--- config.mk ---
export PLATFORM = sky130hd
export DESIGN_NAME = enemy_march_ctrl
export DESIGN_NICKNAME = d
export VERILOG_FILES = /design/src/rtl/enemy_march_ctrl.sv
export SDC_FILE = /design/constraint.sdc
export NUM_CORES = 1
export LEC_CHECK = 0
export ABC_CLOCK_PERIOD_IN_PS = 2590
export BUFFER_PORTS_ARGS = -buffer_cell sky130_fd_sc_hd__buf_4
export CORE_MARGIN = 3
export CORE_UTILIZATION = 58
export CTS_BUF_LIST = sky130_fd_sc_hd__clkbuf_2 sky130_fd_sc_hd__clkbuf_4 sky130_fd_sc_hd__clkbuf_8
export CTS_CLUSTER_DIAMETER = 40
export DETAILED_ROUTE_END_ITERATION = 7
export MAX_ROUTING_LAYER = met4
export PLACE_DENSITY = 0.82
export SETUP_SLACK_MARGIN = 0.15
export SLEW_MARGIN = 20
export SYNTH_ARGS = -nofsm -noshare
export SYNTH_HDL_FRONTEND = slang
export SYNTH_SLANG_ARGS = --single-unit
--- constraint.sdc ---
create_clock -name clk -period 2.59 [get_ports clk]
set_clock_uncertainty 0.15 [all_clocks]
set_input_delay 0.777 -clock clk [delete_from_list [all_inputs] [get_ports clk]]
set_output_delay 0.777 -clock clk [all_outputs]
set_load 0.02 [all_outputs]
--- src/rtl/enemy_march_ctrl.sv ---
// rtl/enemy_march_ctrl.sv - enemy formation march sequencer
//
// Purpose: owns the enemy formation's top-left position, march direction,
// animation pose and per-enemy alive mask. Steps the formation side to side
// once every `period` frame ticks, dropping by Y_STEP at each screen edge, and
// services kill requests from the collision logic.
//
// Optional feature macro: ENEMY_SPEEDUP_EN
//   defined   -> period = max(2, FRAMES_PER_STEP - 2*dead_count)
//   undefined -> period = FRAMES_PER_STEP (no popcount logic)
//
// Ports:
//   clk         in   system clock
//   reset       in   asynchronous active-high reset
//   frame_tick  in   one-cycle pulse at start of vertical blanking
//   start       in   one-cycle pulse, (re)initialise and begin marching
//   kill_req    in   remove enemy kill_idx
//   kill_idx    in   enemy index to remove
//   kill_ack    out  one-cycle acknowledge, one cycle after kill_req
//   kill_hit    out  with kill_ack: 1 = a live enemy was removed
//   enemy_x     out  formation left edge
//   enemy_y     out  formation top edge
//   alive_mask  out  bit i = enemy i alive
//   anim_frame  out  sprite pose select
//   dir_left    out  1 = marching left
//   landed      out  formation reached Y_LIMIT (sticky until start)
//   all_dead    out  alive_mask == 0
module enemy_march_ctrl #(
  parameter int N_ENEMIES       = 8,
  parameter int SPACING         = 40,
  parameter int SPRITE_W        = 24,
  parameter int X_START         = 100,
  parameter int Y_START         = 60,
  parameter int X_MIN           = 16,
  parameter int X_MAX           = 624,
  parameter int STEP_PX         = 4,
  parameter int Y_STEP          = 12,
  parameter int Y_LIMIT         = 400,
  parameter int FRAMES_PER_STEP = 30,
  localparam int IW = (N_ENEMIES > 1) ? $clog2(N_ENEMIES) : 1
) (
  input  logic                 clk,
  input  logic                 reset,
  input  logic                 frame_tick,
  input  logic                 start,
  input  logic                 kill_req,
  input  logic [IW-1:0]        kill_idx,
  output logic                 kill_ack,
  output logic                 kill_hit,
  output logic [10:0]          enemy_x,
  output logic [9:0]           enemy_y,
  output logic [N_ENEMIES-1:0] alive_mask,
  output logic                 anim_frame,
  output logic                 dir_left,
  output logic                 landed,
  output logic                 all_dead
);

  localparam int FW = (N_ENEMIES - 1) * SPACING + SPRITE_W;
  localparam int CW = $clog2(FRAMES_PER_STEP + 1);

  typedef enum logic [1:0] {IDLE, RUN, HALT} state_t;

  state_t          state;
  logic [CW-1:0]   frame_cnt;
  logic [CW-1:0]   period;

`ifdef ENEMY_SPEEDUP_EN
  int dead_count;
  int period_raw;

  always_comb begin
    dead_count = 0;
    for (int i = 0; i < N_ENEMIES; i++) begin
      dead_count = dead_count + int'(!alive_mask[i]);
    end
    period_raw = FRAMES_PER_STEP - 2 * dead_count;
    period     = (period_raw < 2) ? CW'(2) : CW'(period_raw);
  end
`else
  assign period = CW'(FRAMES_PER_STEP);
`endif

  logic [11:0]          x_wide;
  logic                 hit_right;
  logic                 hit_left;
  logic                 drop;
  logic [9:0]           y_drop;
  logic                 lands;
  logic                 step_now;
  logic                 kill_ok;
  logic [N_ENEMIES-1:0] mask_after;

  // Edge tests are done 12 bits wide so the left-edge test cannot underflow.
  assign x_wide    = {1'b0, enemy_x};
  assign hit_right = (x_wide + 12'(STEP_PX) + 12'(FW)) > 12'(X_MAX);
  assign hit_left  = x_wide < 12'(X_MIN + STEP_PX);
  assign drop      = dir_left ? hit_left : hit_right;
  assign y_drop    = enemy_y + 10'(Y_STEP);
  assign lands     = ({1'b0, y_drop} + 11'(SPRITE_W)) >= 11'(Y_LIMIT);

  // >= rather than == so a shrinking period never strands the counter above it.
  assign step_now  = (state == RUN) && frame_tick && !start &&
                     (frame_cnt >= period - 1'b1);

  assign kill_ok    = (state == RUN) && kill_req && !start &&
                      ({1'b0, kill_idx} < (IW+1)'(N_ENEMIES)) && alive_mask[kill_idx];
  assign mask_after = alive_mask & ~(kill_ok ? (N_ENEMIES'(1) << kill_idx) : '0);

  always_ff @(posedge clk or posedge reset) begin
    if (reset) begin
      state      <= IDLE;
      frame_cnt  <= '0;
      enemy_x    <= 11'(X_START);
      enemy_y    <= 10'(Y_START);
      alive_mask <= '1;
      anim_frame <= 1'b0;
      dir_left   <= 1'b0;
      landed     <= 1'b0;
      all_dead   <= 1'b0;
      kill_ack   <= 1'b0;
      kill_hit   <= 1'b0;
    end else begin
      kill_ack <= kill_req;
      kill_hit <= kill_ok;
      if (start) begin
        state      <= RUN;
        frame_cnt  <= '0;
        enemy_x    <= 11'(X_START);
        enemy_y    <= 10'(Y_START);
        alive_mask <= '1;
        anim_frame <= 1'b0;
        dir_left   <= 1'b0;
        landed     <= 1'b0;
        all_dead   <= 1'b0;
      end else if (state == RUN) begin
        alive_mask <= mask_after;
        all_dead   <= (mask_after == '0);
        if (step_now) begin
          frame_cnt  <= '0;
          anim_frame <= !anim_frame;
          if (drop) begin
            enemy_y  <= y_drop;
            dir_left <= !dir_left;
            if (lands) landed <= 1'b1;
          end else if (dir_left) begin
            enemy_x <= enemy_x - 11'(STEP_PX);
          end else begin
            enemy_x <= enemy_x + 11'(STEP_PX);
          end
        end else if (frame_tick) begin
          frame_cnt <= frame_cnt + 1'b1;
        end
        if ((mask_after == '0) || (step_now && drop && lands)) state <= HALT;
      end
    end
  end

endmodule

==> run metrics <==
status finished, final reports clean; MaxCap Viol Count 0; gpl congestion around 0.9; clock-pin slew on the worst setup and hold paths about 0.08 ns; hold_ws 0.330 ns; fin cells 360; Switching Fraction 21.2%; first-pass GRT wire length 9580 um; WL per Instance about 16 um; area of the multi-input gates ~1500 um2; 1st-iter DRT viols 203; post-DR vias/cell 5.99; register area share after synthesis between 30% and 40%; CTS tree built; FP Rows 23; placed cell area ~2800 um2; Tightest Hold Check Type reg -> reg; Max clock buf depth 2; most frequent cells in the layout 46 x buf_4, 32 x o21ai_0, 25 x nor2_1, 23 x dfrtp_1, 15 x dfstp_2; CP max FO 6; Fin. Hold Viols 0; final worst-path cycle share about 91%; CP Data Required Time between 2 and 3 ns; cell taking the most area after synthesis dfrtp_1; Logic pwr share ~6.7%; count of antenna-violating nets left after detailed routing 0; core area 4090 um2; CTS H-Tree Depth 2; clock share of power roughly 47%; Max Fclk between 0.4 and 0.5 GHz; Seq cells post-synth 38; sequential power share between 40% and 50%; Mean Syn Cell Area slightly above 9 um2; Final min period between 2 and 2.5 ns; Reg area just under 1000 um2; GRT Overall Usage approximately a quarter; Cell Int Power around 0.0010 W; cell area after synthesis 2500 um2; # placed instances roughly 350; Die Y-Extent slightly above 70 um; Post-Route WL 5730 um; Layout area overhead 20.4%; peak supply drop about 0.00029 V; arrival time worst endpoint about 2.4 ns; Syn Inst Count about 270; max-slew violation total from the final report 0; FFs w/ async S/R, synth 100%; die footprint 5130 um2; Critical Path Start Type flip-flop; Slew headroom between 50% and 60%; Finished Cell Area between 3000 and 4000 um2; DR vias between 2,000 and 2,500; chip width 71.6 um; First-pass DRT Iterations 4; antenna violations before repair 0; Tot Pwr 0.00133 W; final net count 329; initial core utilization around three fifths; commonest non-fill, non-tap cell in the layout buf_4; NetSw approximately 0.00028 W; CTS root buffer clkbuf_8; total clock buffers created by CTS 5; pin count of the biggest net entering global routing 39; synth warn 0; RSZ-0062 raised after global routing false; layout cells sized above 1 between 20% and 30%; DP HPWL between 4000 and 5000 um; Ports 43; PwrDens between 400 and 500 nW/um2; Antenna diodes 0; Post-synth EDFFs 0; CP endpoint kind flip-flop; vias in the first global route between 1,500 and 2,000; leakage approximately 1.3 nW; total clock sinks 38; PortBufs 38; Post-route DRC 0; top cell type's share of synthesized area a little under a quarter; later-pin clock latency in the skew report about 0.29 ns; worst slew pin tran between 0.6 and 0.7 ns; Fin Setup TNS 0 ns; Final Setup Violations 0; critical path class reg -> reg; Area contributors post-synth dfrtp_1 23%, dfstp_2 16%, o21ai_0 6.4%; GRT overflow 0; synth unique cells 53; fillers about 330; top_reg_cell synth dfrtp_1
==> cells in the mapped netlist, types with 3 or more instances <==
master and count:
o21ai_0 32, nor2_1 25, dfrtp_1 23, dfstp_2 15, a21oi_1 14, ha_1 11, nand3b_1 11, nand2b_1 10
inv_1 9, nand2_1 9, xnor2_1 9, clkbuf_1 6, nand3_1 6, nor4_1 6, xor2_1 6, nor2b_1 5
o31ai_1 5, buf_2 4, buf_4 4, mux2_2 4, a21o_1 3, and3_1 3, nand4_1 3, nor3_1 3
o21a_1 3, or3_1 3
==> per-stage QoR <==
| stage | util, % | setup WS (ns) |
|---|---|---|
| detailed placement | 69.1 | -0.0123 |
| floorplan | - | 0.152 |
| CTS | 72.6 | 0.167 |
| global route | 73.5 | 0.152 |
| global placement | 69.1 | 0.0803 |
| finish | 73.5 | 0.227 |
==> final cells by class <==
class	instances	area share [%]
clock buffer	6	2.75
clock inverter	2	2.00
inverter	9	1.12
multi-input combinational	209	48.3
sequential	38	32.3
tap	50	2.08
timing repair buffer	46	11.5
==> sequential cells by signal (all words and copies together), names as in the netlist, 2 cells and up <==
| name | count |
|---|---|
| enemy_x | 9 |
| alive_mask | 8 |
| enemy_y | 8 |
| frame_cnt | 5 |
| state | 2 |
==> logic make-up (layout without fill, tap and decap cells) <==
group	Yosys count	after routing	share of synthesized area, %
simple gates	96	96	21.7
buf+inv	24	63	4.71
compound gates	74	74	18.6
xor+xnor	15	15	5.26
fa+ha+maj	12	12	6.32
other cells	1	4	0.150
mux	8	8	4.41
flops	38	38	38.8
==> power groups by stage <==
stage                     registers, W  clock network (W)   logic, W
final                         0.000614           0.000626  0.0000894
after global routing          0.000615           0.000661  0.0000991
after CTS                     0.000613           0.000634  0.0000899
after detailed placement      0.000624                  0  0.0000896
after global placement        0.000624                  0  0.0000879
after floorplan               0.000628                  0  0.0000576
==> final timing paths <==
kind	from	endpoint	slack (ns)	depth (start not counted)
worst min register to register	frame_cnt[3]	frame_cnt[3]	0.33	1
max in group asynchronous	reset	alive_mask[0]	1.48	3
worst min-delay path	frame_cnt[3]	frame_cnt[3]	0.33	1
worst max-delay path	enemy_y[2]	state[0]	0.23	9
worst max register to register	enemy_y[2]	state[0]	0.23	9
min in group asynchronous	reset	dir_left	0.43	3
==> layer usage <==
layer | wire length (um) | track usage [%]
met1 | 2580 | 33.5
met2 | 2770 | 36.6
met3 | 284 | 4.21
met4 | 86 | 6.47
met5 | 0 | -
==> critical path, stage by stage, from the launching register on <==
cell and delay (ns):
dfstp_2 0.54, inv_1 0.06, ha_2 0.24, nor3b_1 0.20, a211oi_1 0.07, o22a_1 0.26
o21a_1 0.18, o2bb2ai_1 0.16, nand4_1 0.19, o211a_1 0.19
==> timing repair <==
item                                    CTS  global route
endpoints found under the setup margin    0             6
hold endpoints to repair                  0             0
gates resized for setup                   0             6
hold buffers                              0             0
buffers inserted                          0             1
Note: power is estimated with default switching activity, not from simulation.
